<file path="config.mk">
export PLATFORM = sky130hd
export DESIGN_NAME = uart_rx
export DESIGN_NICKNAME = d
export VERILOG_FILES = /design/src/rtl/uart_rx.sv
export SDC_FILE = /design/constraint.sdc
export NUM_CORES = 1
export LEC_CHECK = 0
export CAP_MARGIN = 0
export CORE_ASPECT_RATIO = 2
export CORE_MARGIN = 5
export CORE_UTILIZATION = 51
export CTS_BUF_LIST = sky130_fd_sc_hd__clkbuf_4
export DETAILED_ROUTE_END_ITERATION = 16
export GPL_TIMING_DRIVEN = 0
export PLACE_DENSITY = 0.84
export SLEW_MARGIN = 20
export SYNTH_ARGS = -nofsm -noshare
export SYNTH_HDL_FRONTEND = slang
export SYNTH_SLANG_ARGS = --single-unit
export TNS_END_PERCENT = 5
</file>
<file path="constraint.sdc">
create_clock -name clk_i -period 3.2 [get_ports clk_i]
set_input_delay 0.8 -clock clk_i [delete_from_list [all_inputs] [get_ports clk_i]]
set_output_delay 0.8 -clock clk_i [all_outputs]
set_load 0.005 [all_outputs]
</file>
<file path="src/rtl/uart_rx.sv">
// uart_rx: UART receiver with a 2-flop input synchronizer and a small receive FIFO.
// Frames are 8N1 by default; define UART_RX_PARITY_EN for 8E1 with an even-parity check.
module uart_rx #(
  parameter int FIFO_DEPTH = 4
) (
  input  logic        clk_i,
  input  logic        rst_i,
  input  logic        rx_i,
  input  logic [15:0] baud_div_i,
  output logic [7:0]  rx_data_o,
  output logic        rx_valid_o,
  input  logic        rx_ready_i,
  output logic        busy_o,
  output logic        frame_err_o,
  output logic        parity_err_o,
  output logic        overrun_o
);

  localparam int AW = $clog2(FIFO_DEPTH);
  localparam logic [AW:0] PTR_ONE = (AW+1)'(1);

  typedef enum logic [2:0] {
    IDLE,
    START,
    DATA,
`ifdef UART_RX_PARITY_EN
    PARITY,
`endif
    STOP
  } state_t;

  state_t state, next_state;

  logic        sync_q, rxs, rxs_prev, fall;
  logic [15:0] divisor, cnt;
  logic [2:0]  bit_idx;
  logic [7:0]  shift;
  logic        cnt_zero;
  logic        load_start, load_bit, cnt_dec, shift_en;
  logic        push, frame_err, parity_bad;
  logic        frame_err_q, overrun_q;

  logic [7:0]  mem [FIFO_DEPTH];
  logic [AW:0] wr_ptr, rd_ptr;
  logic        empty, full, pop, wr_en, overrun;

  // rxs_prev is part of the edge detector: a start needs a genuine high-to-low
  // transition, so a line held low after a framing error cannot retrigger.
  always_ff @(posedge clk_i or posedge rst_i) begin
    if (rst_i) begin
      sync_q   <= 1'b1;
      rxs      <= 1'b1;
      rxs_prev <= 1'b1;
    end else begin
      sync_q   <= rx_i;
      rxs      <= sync_q;
      rxs_prev <= rxs;
    end
  end

  assign fall     = rxs_prev & ~rxs;
  assign cnt_zero = (cnt == 16'd0);

  always_ff @(posedge clk_i or posedge rst_i) begin
    if (rst_i) state <= IDLE;
    else       state <= next_state;
  end

`ifdef UART_RX_PARITY_EN
  logic parity_err, parity_err_q;
`endif

  always_comb begin
    next_state = state;
    load_start = 1'b0;
    load_bit   = 1'b0;
    cnt_dec    = 1'b0;
    shift_en   = 1'b0;
    push       = 1'b0;
    frame_err  = 1'b0;
`ifdef UART_RX_PARITY_EN
    parity_err = 1'b0;
`endif
    case (state)
      IDLE: begin
        if (fall) begin
          load_start = 1'b1;
          next_state = START;
        end
      end
      START: begin
        if (cnt_zero) begin
          if (!rxs) begin
            load_bit   = 1'b1;
            next_state = DATA;
          end else begin
            next_state = IDLE;
          end
        end else begin
          cnt_dec = 1'b1;
        end
      end
      DATA: begin
        if (cnt_zero) begin
          shift_en = 1'b1;
          load_bit = 1'b1;
          if (bit_idx == 3'd7) begin
`ifdef UART_RX_PARITY_EN
            next_state = PARITY;
`else
            next_state = STOP;
`endif
          end
        end else begin
          cnt_dec = 1'b1;
        end
      end
`ifdef UART_RX_PARITY_EN
      PARITY: begin
        if (cnt_zero) begin
          load_bit   = 1'b1;
          parity_err = (rxs != ^shift);
          next_state = STOP;
        end else begin
          cnt_dec = 1'b1;
        end
      end
`endif
      STOP: begin
        if (cnt_zero) begin
          if (rxs) push = ~parity_bad;
          else     frame_err = 1'b1;
          next_state = IDLE;
        end else begin
          cnt_dec = 1'b1;
        end
      end
      default: next_state = IDLE;
    endcase
  end

  // The divisor is latched at the start edge so baud changes only affect later frames.
  always_ff @(posedge clk_i or posedge rst_i) begin
    if (rst_i) begin
      divisor <= 16'd0;
      cnt     <= 16'd0;
      bit_idx <= 3'd0;
      shift   <= 8'h00;
    end else begin
      if (load_start) begin
        divisor <= baud_div_i;
        cnt     <= baud_div_i >> 1;
        bit_idx <= 3'd0;
      end else if (load_bit) begin
        cnt <= divisor - 16'd1;
      end else if (cnt_dec) begin
        cnt <= cnt - 16'd1;
      end
      if (shift_en) begin
        shift   <= {rxs, shift[7:1]};
        bit_idx <= bit_idx + 3'd1;
      end
    end
  end

`ifdef UART_RX_PARITY_EN
  logic parity_bad_q;

  always_ff @(posedge clk_i or posedge rst_i) begin
    if (rst_i) begin
      parity_bad_q <= 1'b0;
      parity_err_q <= 1'b0;
    end else begin
      parity_err_q <= parity_err;
      if (load_start)      parity_bad_q <= 1'b0;
      else if (parity_err) parity_bad_q <= 1'b1;
    end
  end

  assign parity_bad   = parity_bad_q;
  assign parity_err_o = parity_err_q;
`else
  assign parity_bad   = 1'b0;
  assign parity_err_o = 1'b0;
`endif

  // Extra pointer MSB tells full (MSBs differ) from empty (pointers equal).
  assign empty   = (wr_ptr == rd_ptr);
  assign full    = (wr_ptr[AW] != rd_ptr[AW]) && (wr_ptr[AW-1:0] == rd_ptr[AW-1:0]);
  assign pop     = ~empty & rx_ready_i;
  assign wr_en   = push & (~full | pop);
  assign overrun = push & full & ~pop;

  always_ff @(posedge clk_i or posedge rst_i) begin
    if (rst_i) begin
      wr_ptr <= '0;
      rd_ptr <= '0;
    end else begin
      if (wr_en) wr_ptr <= wr_ptr + PTR_ONE;
      if (pop)   rd_ptr <= rd_ptr + PTR_ONE;
    end
  end

  always_ff @(posedge clk_i) begin
    if (wr_en) mem[wr_ptr[AW-1:0]] <= shift;
  end

  always_ff @(posedge clk_i or posedge rst_i) begin
    if (rst_i) begin
      frame_err_q <= 1'b0;
      overrun_q   <= 1'b0;
    end else begin
      frame_err_q <= frame_err;
      overrun_q   <= overrun;
    end
  end

  assign rx_valid_o  = ~empty;
  assign rx_data_o   = empty ? 8'h00 : mem[rd_ptr[AW-1:0]];
  assign busy_o      = (state != IDLE);
  assign frame_err_o = frame_err_q;
  assign overrun_o   = overrun_q;

endmodule
</file>
Yosys cells after proc, flatten, opt, wreduce, memory -nomap -nowiden

Memories as Yosys holds them, arrays and structs flattened.
Cells that the tools add are included.

Memories: 1
Register bits after elaboration: 57
RAM bits: 32
Input port bits: 20
Logic and storage cells: 76

Memory list:

| memory | words | bits a word | rd ports | clocked after memory_dff | wr ports | RTL line | source |
|---|---|---|---|---|---|---|---|
| mem    | 4     | 8           | 1        | 0                        | 1        | 43       | `logic [7:0] mem [FIFO_DEPTH];` |

Eq/ne operators: 12
Reductions and logical operators: 8
Bitwise logic cells: 10
Mux-type cells: 28
Add/subtract/negate cells: 5

Operators by type and width:

| operator                                           | number |
|---|---|
| 2-to-1 mux 16 bit                                  | 3 |
| subtractor 16 x 1 -> 16 bit, second input constant | 2 |
| 2-to-1 mux 3 bit                                   | 7 |
| logical NOT 16 bit                                 | 1 |
| 2-to-1 mux 1 bit                                   | 14 |
| case mux 3 bit (4 select lines)                    | 1 |
| != test 2 bit, second input constant               | 5 |
| adder 3 x 1 -> 3 bit, second input constant        | 3 |
| 2-to-1 mux 8 bit                                   | 1 |
| == test 3 x 2 -> 1 bit, second input constant      | 2 |
| nonzero test 3 bit                                 | 2 |
| AND 1 bit                                          | 5 |
| AND reduction 5 bit                                | 1 |
| inverter 1 bit                                     | 4 |
| == test 3 x 1 -> 1 bit, second input constant      | 1 |
| == test 3 bit                                      | 1 |
| == test 3 bit, second input constant               | 1 |
| logical NOT 3 bit                                  | 1 |
| OR reduction 3 bit                                 | 1 |
| == test 2 bit                                      | 1 |
| 2-to-1 mux 2 bit                                   | 1 |
| case mux 1 bit (2 select lines)                    | 1 |
| nonzero test 2 bit                                 | 1 |
| logical AND 1 bit                                  | 1 |
| other kinds (2)                                    | 2 |

Logic depth before layout (Yosys ltp)

Depth after elaboration: 7
Depth in mapped cells: 15
Gate-level depth less buffers: 13

Worst setup path before layout

No wires, ideal clock.

Kind: reg2reg
Start point: register state[1]
End point: register cnt[10]
Stages on the path, launching flop included: 16
Clock period less this slack: 3.135 ns
Path slack: 0.065 ns
Arrival: 3.059 ns
Path buffers: 2
Cells stage by stage: dfrtp_1 > inv_1 > ha_1 > and2b_2 > o2111ai_4 > nor2_4 > buf_4 > a21oi_1 > ha_1 > nor3b_2 > and3_1 > buf_2 > nor2b_1 > nor3_1 > a311o_1 > o21ai_1

Cells in the longest elaborated chain, start to end: 4

Ends and longest elaborated chain:

| element                                                                      | RTL line | source |
|---|---|---|
| start, declared                                                              | 32       | `state_t state, next_state;` |
| start signal, assigned                                                       | 66       | `else state <= next_state;` |
| == test 3 x 2 -> 1 bit / == test 3 x 1 -> 1 bit (equally long branches)      | 84       | `case (state)` |
| case mux 1 bit (2 select lines) / OR reduction 3 bit (equally long branches) | --       |  |
| 2-to-1 mux 16 bit / 2-to-1 mux 1 bit (equally long branches)                 | --       |  |
| 2-to-1 mux 16 bit / nonzero test 3 bit (equally long branches)               | --       |  |
| end signal, assigned                                                         | 152      | `cnt <= baud_div_i >> 1;` |
| end signal, assigned                                                         | 155      | `cnt <= divisor - 16'd1;` |
| end signal, assigned                                                         | 157      | `cnt <= cnt - 16'd1;` |
| end, declared                                                                | 35       | `logic [15:0] divisor, cnt;` |

Parallel ways exist; a longest one is shown, timed or not.
A chain may end at the register's enable or synchronous reset.

Final worst setup path

Start point: register rxs
End point: register cnt[10]

Cells in the longest elaborated chain, start to end: 5

Ends and longest elaborated chain:

| element                                                                    | RTL line | source |
|---|---|---|
| start, declared                                                            | 34       | `logic sync_q, rxs, rxs_prev, fall;` |
| start signal, assigned                                                     | 56       | `rxs <= sync_q;` |
| 2-to-1 mux 1 bit / inverter 1 bit (equally long branches)                  | 93, 61   |  |
| 2-to-1 mux 1 bit / AND 1 bit (equally long branches)                       | --       |  |
| case mux 1 bit (2 select lines) / 2-to-1 mux 1 bit (equally long branches) | 84, 86   |  |
| 2-to-1 mux 16 bit / 2-to-1 mux 1 bit (equally long branches)               | 154, 84  |  |
| 2-to-1 mux 16 bit / nonzero test 3 bit (equally long branches)             | --       |  |

Parallel ways exist; a longest one is shown, timed or not.

==> flow_results.org <==
** Outcome
- The run finished with clean final reports.

** Clocking
- Hold-fix buffers, CTS :: 0
- After clock tree synthesis, the clock-pin slew on the worst setup and hold paths is 140 ps.
- Worst-case clock buffer depth :: 2
- In this run, CTS created clock tree buffers numbering 9.
- Count of H-tree levels built during CTS :: 3
- Clk Tree Root Cell :: clkbuf_4
- TritonCTS built the clock tree.
- At the later pin of the worst-skew pair, clock insertion delay measures 460 ps.
- Clock sink count :: 88

** Detailed routing
- In the final routed layout, each cell accounts on average for 19.8 um.
- In this run, the number of DRC markers left after iteration 0 of detailed routing was 253.
- The routed design has 11000 um of wire.
- Using the TritonRoute via totals, the vias-per-cell ratio works out to 6.20.
- For this run, the detailed router's first-pass iteration total came to 5.
- For this run, design rule violations remaining after detail routing come to 0.
- The detail route stage leaves a number of antenna-violating nets equal to 0.
- The detailed router placed 3468 vias in this run.

** Die
- The die is 144 um tall.
- Number of placement rows :: 48
- The total area inside the core boundary comes to 8710 um^2.
- The die covers 11000 um^2.
- Die width :: 76.8 um
- For this design the top-level I/O count stands at 33.
- Starting utilization of the core area :: 52.2%

** Final layout
- Final-stage net count :: 486
- Relative to the synthesized area, the layout overhead comes to 15.4%.
- Antenna fix cells :: 0
- In the final layout, the multi-input gates occupy 2040 um^2.
- With fillers left out, the area of the finished cells amounts to 5250 um^2.
- Final-layout fill cell count :: 694
- In the final layout, flip-flops and latches occupy 2370 um^2.
- Of the cells placed in the final design, the portion with a size suffix greater than 1 is 19.6%.

** Pwr
- Clock Power Share :: 17.6%
- The share of total power dissipated in sequential elements is 42.0%.
- In this run the static leakage power is 2.02 nW.
- Cell-internal power :: 2.45 mW
- Combinational logic burns 40.4% of the power.
- Switching power share of the total :: 40.5%
- Across the VDD grid, the largest voltage drop is 0.435 mV.
- For this design the ratio of total power to cell area is 786 nW/um^2.
- For this design the total switching power over the nets is 1.67 mW.

** Synth
- Post-synthesis mux area share :: 6.66%
- Adder and majority gate portion of the synthesized area :: 3.30%
- For this run, the leading register cell type out of synthesis is dfrtp_1.
- When the netlist entered floorplanning its net count stood at 437.
- Counting flops with an async set or reset pin after synthesis yields a share of 63.6%.
- Number of instances in the synthesized netlist :: 405
- Yosys printed 0 warnings.
- Sequential-to-total area share from yosys stat :: 52.0%
- Compound-gate portion of the synthesized area :: 13.1%
- Synth area leader :: dfrtp_1
- Most repeated cell in the gate-level netlist after synthesis :: nand2_1
- In the post-synthesis netlist, the biggest area contributors are dfrtp_1 (29%), edfxtp_1 (21%), nand2_1 (4.9%).
- In this run, distinct cell masters in the synthesized netlist total 73.
- Portion of synthesized cell area occupied by the leading cell type :: 29.2%
- Post-synthesis xor/xnor area fraction :: 2.50%
- Summing every instance area after synthesis gives 4550 um^2.
- The synthesized design contains 88 register bits.
- By area, the combinational part of the netlist is dominated by simple AND/OR/NAND/NOR gates.
- Number of enable flip-flop cells after synthesis :: 32
- Area share of and/or/nand/nor cells after synthesis :: 18.5%
- Top post-synthesis cells by count :: nand2_1 (59), dfrtp_1 (53), edfxtp_1 (32)
- In this run the mean area of a mapped cell was 11.2 um^2.

** Global routing
- The first global-routing pass estimated 17800 um of wire.
- Total congestion overflow after global routing :: 0
- Number of antenna violations at the first check in global routing :: 0
- Entering global routing, the biggest net connects 57 pins.
- The via count of the first global-routing pass was 3643.
- Global routing used 20.7% of the available tracks across all layers.

** Hold path
- Min-Delay Path Class :: reg -> reg
- Min-Delay Startpoint :: sync_q

** STA
- Count of final setup violators :: 0
- Setup repair after global routing left no endpoint under its margin.
- The number of pins exceeding their max-slew limit in the final report is 0.
- After routing, the total negative slack on setup checks comes to 0 ps.
- Final Hold Fails :: 0
- PnR worst setup slack :: 162 ps
- For the pin with the worst max-slew slack, the measured transition is 762 ps.
- Headroom to the max-slew limit :: 48.8%
- Counting I/O delays and the setup requirement, the final critical path takes 3040 ps.
- The clock arrives with 16.3 ps of skew.
- Post-route fraction of the period consumed by the critical path :: 94.9%
- Maximum clock rate :: 0.329 GHz

** Placed design
- RD Place Congestion :: 0.904
- Half-perimeter wire length after detailed placement :: 7850 um
- Pre-CTS worst setup slack :: -517 ps
- Placed standard-cell area :: 4980 um^2
- Port Buffer Count :: 31

** Setup path
- Worst path max stage delay :: 630 ps
- Biggest fanout along the worst timing path :: 10
- Worst reg2reg path startpoint :: rxs
- In this run the worst setup path begins at rxs.
- The cell family contributing the most delay on the critical path is simple AND/OR/NAND/NOR gates.
- Cell repeated most along the worst path :: buf_4
- Walking the worst path, the cells encountered are and2b_2 > o2111ai_4 > nor2_4 > buf_4 > a21oi_2 > ha_2 > nor3b_4 > and3_1 > buf_4 > nor2b_4 > nor3_1 > a311o_1 > o21ai_1.
- Buf+Inv Stages, Crit Path :: 2
- Startpoint types :: register
- STA classifies the critical path endpoint as a register.
- Data on the critical path is required at its endpoint by 3590 ps.
- For the worst setup path, the data arrival time is 3430 ps.
- Critical Setup Path Class :: reg -> reg
- The slowest stage of the critical path is the dfstp_2 cell.

** Job
- Max-Cap Viols :: 0
-- power by group through the flow --
stage / Sequential (mW) / Combinational, mW / Clock (mW)
finish: 1.73 / 1.67 / 0.728
detailed placement: 1.72 / 1.54 / 0
floorplan: 1.64 / 1.11 / 0
global route: 1.76 / 1.82 / 0.789
CTS: 1.71 / 1.61 / 0.737
global placement: 1.70 / 1.48 / 0
-- sequential cells by signal, indices dropped and copies added, names as in the netlist --
name	flops
shift	8
divisor	16
rxs	1
sync_q	1
state	2
rxs_prev	1
frame_err_o	1
wr_ptr	3
overrun_o	1
cnt	16
mem	32
bit_idx	3
rd_ptr	3
-- logic make-up after synthesis --
family	count (synthesis)
AND/OR/NAND/NOR	157
flip-flops	88
AO/OA/AOI/OAI	83
buffers and inverters	32
multiplexers	19
XOR/XNOR	13
adder cells (fa/ha/maj)	12
other	1
-- placed cells by master (no fill, tap or decap), types with 6 or more instances in the layout --
cell and instances:
clkdlybuf4s50_1 31, nand2_1 59, nor2b_1 9, nor2_1 24, xnor2_1 8, nor3_1 11
o21ai_0 19, mux4_2 8, a21oi_1 11, ha_1 10, and2_1 6, mux2_2 10
inv_1 13, clkbuf_4 11, dfrtp_1 53, nand3_1 11, buf_4 13, edfxtp_1 32
-- what timing repair did --
item                                    CTS  global route
resized for setup                         4             8
buffers inserted                          6             2
pin swaps                                 3             1
endpoints found under the setup margin   15             5
-- metal layers --
layer | vias up | wire length [um] | share of wire (%) | global-route usage, %
met4 | 0 | 741 | 6.7 | 15.6
met2 | 146 | 6150 | 56 | 38.1
met5 | - | 0 | 0 | 0
met1 | 1684 | 3540 | 32 | 19.2
met3 | 59 | 614 | 5.6 | 5.02
li1 | 1579 | - | - | -
-- layout make-up --
type | instances | area share (%)
flip-flops and latches | 88 | 45.1
multi-input cells | 285 | 38.9
repair buffers | 39 | 7.06
well taps | 100 | 2.38
plain buffers | 17 | 2.31
clock inverters | 6 | 1.76
clock buffers | 10 | 1.43
inverters | 14 | 1.05
-- final timing paths --
check | depth (start not counted) | end | slack, ps
min | 0 | rxs | 370
max reg2reg | 13 | cnt[10] | 160
max in group asynchronous | 2 | shift[6] | 1930
min in group asynchronous | 2 | cnt[14] | 790
min reg2reg | 0 | rxs | 370
max | 13 | cnt[10] | 160
-- metrics by stage --
stage | std cells | hold slack, ps | power [mW] | util [%]
6_report | 559 | 368 | 4.13 | 60.3
3_3_place_gp | 536 | 356 | 3.18 | 57.2
4_1_cts | 557 | 371 | 4.05 | 59.8
3_5_place_dp | 536 | 358 | 3.26 | 57.2
5_1_grt | 559 | 378 | 4.36 | 60.3
2_1_floorplan | 405 | 345 | 2.75 | -
Note: power is estimated with default switching activity, not from simulation.
